==> src/rtl/uart_transmitter.sv <==
// uart_transmitter: byte FIFO feeding an 8N1 UART serializer.
// Optional even parity (8E1) is compiled in when UART_TX_PARITY_EN is defined.
// Bytes queue in a small FIFO; consecutive frames are sent with no idle gap.
module uart_transmitter #(
  parameter int CLKS_PER_BIT = 868,
  parameter int FIFO_DEPTH   = 4
) (
  input  logic       clk_in,
  input  logic       reset,
  input  logic [7:0] data_byte_in,
  input  logic       data_load,
  output logic       fifo_full,
  output logic       serial_data_out,
  output logic       tx_active,
  output logic       tx_done
);

  localparam int CW = (CLKS_PER_BIT > 1) ? $clog2(CLKS_PER_BIT) : 1;
  localparam int PW = (FIFO_DEPTH > 1) ? $clog2(FIFO_DEPTH) : 1;
  localparam logic [CW-1:0] BAUD_MAX = CW'(CLKS_PER_BIT - 1);
  localparam logic [PW:0]   FIFO_MAX = (PW+1)'(FIFO_DEPTH);

  typedef enum logic [2:0] {
    S_IDLE,
    S_START,
    S_DATA,
`ifdef UART_TX_PARITY_EN
    S_PARITY,
`endif
    S_STOP
  } state_t;

  state_t state, state_d;

  logic [7:0]    mem [FIFO_DEPTH];
  logic [PW-1:0] wr_ptr, rd_ptr;
  logic [PW:0]   count, count_nxt;
  logic          fifo_empty, wr_en, pop;

  logic [CW-1:0] baud_cnt;
  logic          baud_last;
  logic [2:0]    bit_idx;
  logic [7:0]    shift_reg;

  assign fifo_empty = (count == '0);
  // A write while full is dropped even when a pop happens in the same cycle.
  assign wr_en      = data_load & ~fifo_full;
  assign baud_last  = (baud_cnt == BAUD_MAX);

  // FIFO storage; written only outside reset so loads during reset are ignored
  always_ff @(posedge clk_in) begin
    if (!reset && wr_en) mem[wr_ptr] <= data_byte_in;
  end

  // FIFO occupancy after this cycle's write/pop
  always_comb begin
    count_nxt = count;
    if (wr_en && !pop)      count_nxt = count + (PW+1)'(1);
    else if (!wr_en && pop) count_nxt = count - (PW+1)'(1);
  end

  // FSM state register
  always_ff @(posedge clk_in) begin
    if (reset) state <= S_IDLE;
    else       state <= state_d;
  end

  // FSM next state; pop the FIFO head whenever a new frame is launched
  always_comb begin
    state_d = state;
    pop     = 1'b0;
    case (state)
      S_IDLE: if (!fifo_empty) begin
        state_d = S_START;
        pop     = 1'b1;
      end
      S_START: if (baud_last) state_d = S_DATA;
      S_DATA: if (baud_last && bit_idx == 3'd7) begin
`ifdef UART_TX_PARITY_EN
        state_d = S_PARITY;
`else
        state_d = S_STOP;
`endif
      end
`ifdef UART_TX_PARITY_EN
      S_PARITY: if (baud_last) state_d = S_STOP;
`endif
      S_STOP: if (baud_last) begin
        // Chain straight into the next start bit when more data is waiting.
        if (!fifo_empty) begin
          state_d = S_START;
          pop     = 1'b1;
        end else begin
          state_d = S_IDLE;
        end
      end
      default: state_d = S_IDLE;
    endcase
  end

  // FSM outputs: line level and activity decoded from the current state
  always_comb begin
    serial_data_out = 1'b1;
    tx_active       = 1'b1;
    case (state)
      S_IDLE:   tx_active       = 1'b0;
      S_START:  serial_data_out = 1'b0;
      S_DATA:   serial_data_out = shift_reg[bit_idx];
`ifdef UART_TX_PARITY_EN
      S_PARITY: serial_data_out = ^shift_reg;
`endif
      S_STOP:   serial_data_out = 1'b1;
      default:  tx_active       = 1'b0;
    endcase
  end

  // Datapath: FIFO pointers/count, baud and bit counters, shifter, done pulse
  always_ff @(posedge clk_in) begin
    if (reset) begin
      wr_ptr    <= '0;
      rd_ptr    <= '0;
      count     <= '0;
      fifo_full <= 1'b0;
      baud_cnt  <= '0;
      bit_idx   <= '0;
      shift_reg <= '0;
      tx_done   <= 1'b0;
    end else begin
      if (wr_en) wr_ptr <= wr_ptr + PW'(1);
      if (pop) begin
        rd_ptr    <= rd_ptr + PW'(1);
        shift_reg <= mem[rd_ptr];
      end
      count     <= count_nxt;
      fifo_full <= (count_nxt == FIFO_MAX);
      // Baud counter restarts at every bit boundary and idles at zero.
      if (state == S_IDLE || baud_last) baud_cnt <= '0;
      else                              baud_cnt <= baud_cnt + CW'(1);
      // Index wraps 7 -> 0 at the end of the data phase, ready for the next frame.
      if (state == S_DATA && baud_last) bit_idx <= bit_idx + 3'd1;
      tx_done <= (state == S_STOP) && baud_last;
    end
  end

endmodule

==> config.mk <==
export PLATFORM = sky130hd
export DESIGN_NAME = uart_transmitter
export DESIGN_NICKNAME = d
export VERILOG_FILES = /design/src/rtl/uart_transmitter.sv
export SDC_FILE = /design/constraint.sdc
export NUM_CORES = 1
export LEC_CHECK = 0
export CORE_UTILIZATION = 55
export CTS_CLUSTER_SIZE = 24
export DETAILED_ROUTE_END_ITERATION = 8
export HOLD_SLACK_MARGIN = 0.02
export PLACE_DENSITY_LB_ADDON = 0.08
export SLEW_MARGIN = 20
export SYNTH_ARGS = -nofsm -noshare
export SYNTH_HDL_FRONTEND = slang
export SYNTH_SLANG_ARGS = --single-unit
==> constraint.sdc <==
create_clock -name clk_in -period 2.6 [get_ports clk_in]
set_clock_uncertainty 0.1 [all_clocks]
set_input_delay 0.52 -clock clk_in [delete_from_list [all_inputs] [get_ports clk_in]]
set_output_delay 0.52 -clock clk_in [all_outputs]
set_load 0.005 [all_outputs]
# Word-level counts from Yosys, hierarchy flattened
# Memory sizes are Yosys's and may differ from the RTL's. A register that Yosys moved wholly into a read port is not among the register bits.
# Index checks and enable logic that the tools add are counted.
word_totals:
  register_bits: 25
  ramBits: 32
  in_bits: 11
  out_inout_bits: 4
  elab_cells: 60
  memories: 1
op_classes:
  addsub: 6
  magnitude_cmp: 1
  n_eq_ne: 10
  n_mux: 17
  bitwise_logic: 2
  reduce_logical: 15
mem_list:
  columns: ["name", "words", "width", "read_ports", "rd_ports_with_merged_regs", "wr", "line_no", "source"]
  rows:
  - ["mem", 4, 8, 1, 1, 1, "35", "logic [7:0] mem [FIFO_DEPTH];"]
ops:
  columns: ["op", "n"]
  rows:
  - ["3-bit 2-to-1 mux", 6]
  - ["3-bit case mux with 4 select lines", 1]
  - ["10-bit by 1-bit adder with 10-bit output (second input constant)", 1]
  - ["10-bit == test (second input constant)", 1]
  - ["2-bit != test (second input constant)", 4]
  - ["1-bit 2-to-1 mux", 7]
  - ["3-bit by 1-bit adder with 3-bit output (second input constant)", 2]
  - ["3-bit by 2-bit == test with 1-bit output (second input constant)", 2]
  - ["3-bit == test (second input constant)", 2]
  - ["1-bit logical AND", 6]
  - ["3-bit logical NOT", 2]
  - ["2-bit by 1-bit adder with 2-bit output (second input constant)", 2]
  - ["3-bit by 4-bit < comparator with 1-bit output (second input constant)", 1]
  - ["1-bit case mux with 2 select lines", 2]
  - ["4-bit AND reduction", 1]
  - ["1-bit binary-select mux with 3-bit select", 1]
  - ["3-bit by 1-bit == test with 1-bit output (second input constant)", 1]
  - ["1-bit logical NOT", 3]
  - ["3-bit OR reduction", 1]
  - ["3-bit by 1-bit subtractor with 3-bit output (second input constant)", 1]
  - ["2-bit OR reduction", 1]
  - ["1-bit bitwise AND", 1]
  - ["1-bit logical OR", 1]
  - ["1-bit inverter", 1]

# Logic depth before layout (Yosys ltp)
logic_depth:
  ltp_word: 8
  depth_mapped: 7
  ltp_nobuf: 7

# Worst setup path before layout
# Ideal clock, no wire load.
synth_timing:
  kind: "reg-to-reg"
  from: "register count[0]"
  to: "register count[1]"
  setup_time_ns: 0.091
  t_arrival_ns: 1.736
  required_time_ns: 2.409
  slack_ns: 0.673
  path_stages_with_launch: 8
  n_path_buf: 0
  period_less_slack_ns: 1.927
  cell_sequence: "dfxtp_1 > inv_1 > ha_1 > nor2b_1 > or2_2 > o21ai_0 > a211oi_1 > a311oi_1"
synth_between:
  elab_chain_cells: 7
  elab_cells_between_ends: 11
  cone_classes: "add/sub (2); mux (5); reduce/logical (4)"
synth_lines:
  columns: ["item", "line_no", "source"]
  rows:
  - ["start: declaration", "37", "logic [PW:0] count, count_nxt;"]
  - ["start signal: assignment", "134", "count <= count_nxt;"]
  - ["3-bit logical NOT", "45", "assign fifo_empty = (count == '0);"]
  - ["1-bit 2-to-1 mux", "73, 90", null]
  - ["1-bit 2-to-1 mux", "88", "S_STOP: if (baud_last) begin"]
  - ["1-bit case mux with 2 select lines", "72", "case (state)"]
  - ["1-bit logical AND / 1-bit logical NOT (equally long branches)", "59, 58", null]
  - ["3-bit 2-to-1 mux / 1-bit logical AND (equally long branches)", "59, 58", null]
  - ["3-bit 2-to-1 mux *", "58", "if (wr_en && !pop) count_nxt = count + (PW+1)'(1);"]
# Mark *: on every way between the ends. The rest lies on a longest branch, timed or not.
# A chain may end at the register's enable or synchronous reset.

# Final worst setup path
# Same ends and word-level chain as after synthesis.

==> summary.txt <==
Status
  – Status: completed

GRT
  – Pin count of the biggest net entering global routing: 17
  – Initial antenna violation count: 0
  – GR Overflow Total: 0
  – Vias in the first global route: between 1.5k and 2k
  – First-pass GRT wire length: 8400 µm
  – Total GRT Usage: 21.9%

Critical path
  – Req. time, crit path: ~2.7 ns
  – RR Startpoint: count[0]$_SDFF_PP0_
  – Worst Path Arrival: approximately 2.4 ns
  – Reg-to-reg endpoint: count[1]$_SDFF_PP0_
  – Critical Path End Type: flip-flop
  – Startpoint Class: flip-flop
  – Worst Setup SP: count[0]$_SDFF_PP0_
  – CP max FO: 5
  – Setup CP Type: reg -> reg
  – Worst r2r path cells: 7
  – R2R Setup Slk: 0.32 ns

Finish
  – Area grow syn2layout: 13.9%
  – Fill cells: 383
  – Final #Nets: 274
  – Final Instance Area: 3200 µm²
  – # diodes: 0
  – Largest register FFs: 32
  – Post-Route Utilization: 66.4%
  – Share of layout cells above drive strength 1: 13.8%

Job
  – MaxCap Viol Count: 0

Timing
  – Fin Hold WS: 0.370 ns
  – Max-slew headroom: 57.5%
  – Final Hold Vio Count: 0
  – Fin. max-slew vios: 0
  – Worst Max-Slew Pin Slew: 0.636 ns
  – Final worst-path cycle share: 87.8%
  – Post-Route Setup TNS: 0 ns
  – RSZ-0062 raised after global routing: no
  – Final setup viols: 0
  – Max Freq: between 400 and 500 MHz
  – Final min period: 2.28 ns

Synthesis
  – Mapped cell area: 2810 µm²
  – Top_reg_cell synth: edfxtp_1
  – Number of synthesized flops with an enable pin: 32
  – YS warnings: 0
  – Syn_area_per_cell: 12.2 µm²
  – Netlist cell types: 42
  – Yosys reg bits: 64
  – Register area share after synthesis: 57.0%
  – Mapped Nets: 255
  – Post-Synthesis Cells: 230
  – Ys async rst share: 0%

CTS
  – Max H-tree Level: 3
  – CTS Buf Count: 9
  – CTS Buffer Depth: 2
  – CTS Hold Bufs: 0
  – CTS tree: yes
  – Clock Tree Root: clkbuf_8
  – Clock slew at reported path FFs: about 0.070 ns
  – Worst skew pair latency: 0.33 ns
  – Clock sinks: 64
  – Postcts setup bufs: 0

Die
  – Core region area: 4820 µm²
  – Die Ht: between 70 and 80 µm
  – Io pins: 15
  – # rows: 25
  – Die Area: ~5400 µm²
  – Effective utilization at floorplan: 58.3%
  – Die Wd: 73.5 µm

Detailed routing
  – Initial DRC count: 102
  – Routed WL: about 5300 µm
  – Post-route ant nets: 0
  – Routed vias/inst: 5.58
  – Via Count: approximately 1.8k
  – DR pass1 iterations: 4
  – WL/cell: between 15 and 20 µm
  – Residual DRC: 0

Power
  – VDD IR max: about 0.00056 V
  – Power per cell area: 903 nW/µm²
  – Leakage: 1.14 nW

Hold path
  – HP Class: reg -> reg
  – Hold path cells: 1
  – Hold Path Origin: baud_cnt[0]$_SDFF_PP0_
  – WHS Endpoint: baud_cnt[0]$_SDFF_PP0_

Place
  – Dpl cell area: 3010 µm²
  – IO Port Bufs: 14
  – Post-DP HPWL: approximately 3700 µm
  – Routability cong.: just under 0.8
-- area by class of cell --
class	count	area [µm²]	area share [%]
sequential	64	1610	50.2
multi-input combinational	148	1130	35.5
timing repair buffer	16	158	4.93
clock buffer	11	131	4.11
tap	67	83.8	2.62
clock inverter	5	47.5	1.49
inverter	10	37.5	1.17
-- critical path, cell delays in order, from the launching register on --
cell and delay (ns):
dfxtp_1 0.43, inv_1 0.11, ha_1 0.21, nor2b_1 0.16
or2_2 0.33, o21ai_0 0.41, a211oi_1 0.17, a311oi_1 0.27
-- per-stage QoR --
stage          setup slack (ns)  power, mW  std cells
2_1_floorplan             0.673       1.88        230
3_3_place_gp              0.329       2.06        305
3_5_place_dp              0.271       2.12        305
4_1_cts                 0.00990       2.90        321
5_1_grt                   0.231       3.06        321
6_report                  0.316       2.89        321
-- layout by cell type, fill, tap and decap left out, types with 3 or more instances in the layout --
cell type / n
a21oi_1: 12
and3_1: 6
clkbuf_8: 9
clkdlybuf4s50_1: 13
dfxtp_1: 31
edfxtp_1: 32
ha_1: 14
inv_1: 10
mux4_2: 10
nand2_1: 30
nand3_1: 7
nand4_1: 3
nor2_1: 20
o21ai_0: 3
xnor2_1: 8
xor2_1: 6
-- cells in the mapped netlist, drive strengths merged (2+ instances only) --
master | count | area share (%)
dfxtp | 32 | 23
inv | 10 | 1.3
buf | 5 | 0.80
and3 | 7 | 1.6
nor3 | 2 | 0.36
o21ai | 3 | 0.53
xnor2 | 8 | 2.5
nor2 | 21 | 2.9
nand4 | 3 | 0.67
a21oi | 12 | 2.1
mux2i | 2 | 0.71
mux4 | 10 | 8.0
clkbuf | 3 | 0.40
nand2b | 2 | 0.45
and2 | 2 | 0.45
nand3 | 7 | 1.2
nand2 | 30 | 4.0
nor2b | 2 | 0.45
edfxtp | 32 | 34
xor2 | 6 | 1.9
ha | 14 | 6.2
-- logic make-up (layout without fill, tap and decap cells) --
logic type                 count (synthesis)  after routing  synth area share (%)
adders and majority gates                 14             14                  6.24
DFF                                       64             64                  57.0
buffers and inverters                     18             42                  2.54
and+or+nand+nor                           82             82                  14.6
xor gates and xnor gates                  14             14                  4.37
AOI/OAI and AO/OA                         26             26                  6.46
muxes                                     12             12                  8.73
-- repair_timing --
action / 4_1_cts / 5_1_grt
setup endpoints to repair: 1 / 1
endpoints found under the hold margin: 0 / 0
resized for setup: 1 / 2
-- worst max path at each step --
stage	to	cells past startpoint	slack [ns]
after global placement	mem[2][4]$_DFFE_PP_	3	0.33
after CTS	serial_data_out	4	0.01
final	count[1]$_SDFF_PP0_	7	0.32
after global routing	tx_active	4	0.23
after floorplan	count[1]$_SDFF_PP0_	7	0.67
after detailed placement	mem[2][7]$_DFFE_PP_	3	0.27
-- per-layer routing --
layer | GRT usage (%) | vias to the layer above | share of wire (%)
li1 | - | 857 | -
met1 | 27.8 | 888 | 44
met2 | 35.9 | 41 | 52
met3 | 4.94 | 5 | 3.9
met4 | 10.0 | 0 | 0.70
met5 | 0 | - | 0
-- report_power, final --
part | internal, mW | switching, mW | leakage (nW)
registers | 1.20 | 0.126 | 0.552
clock network | 0.434 | 0.353 | 0.0922
logic | 0.354 | 0.427 | 0.495
total | 1.98 | 0.906 | 1.14
Power figures use the tool's default switching activity.
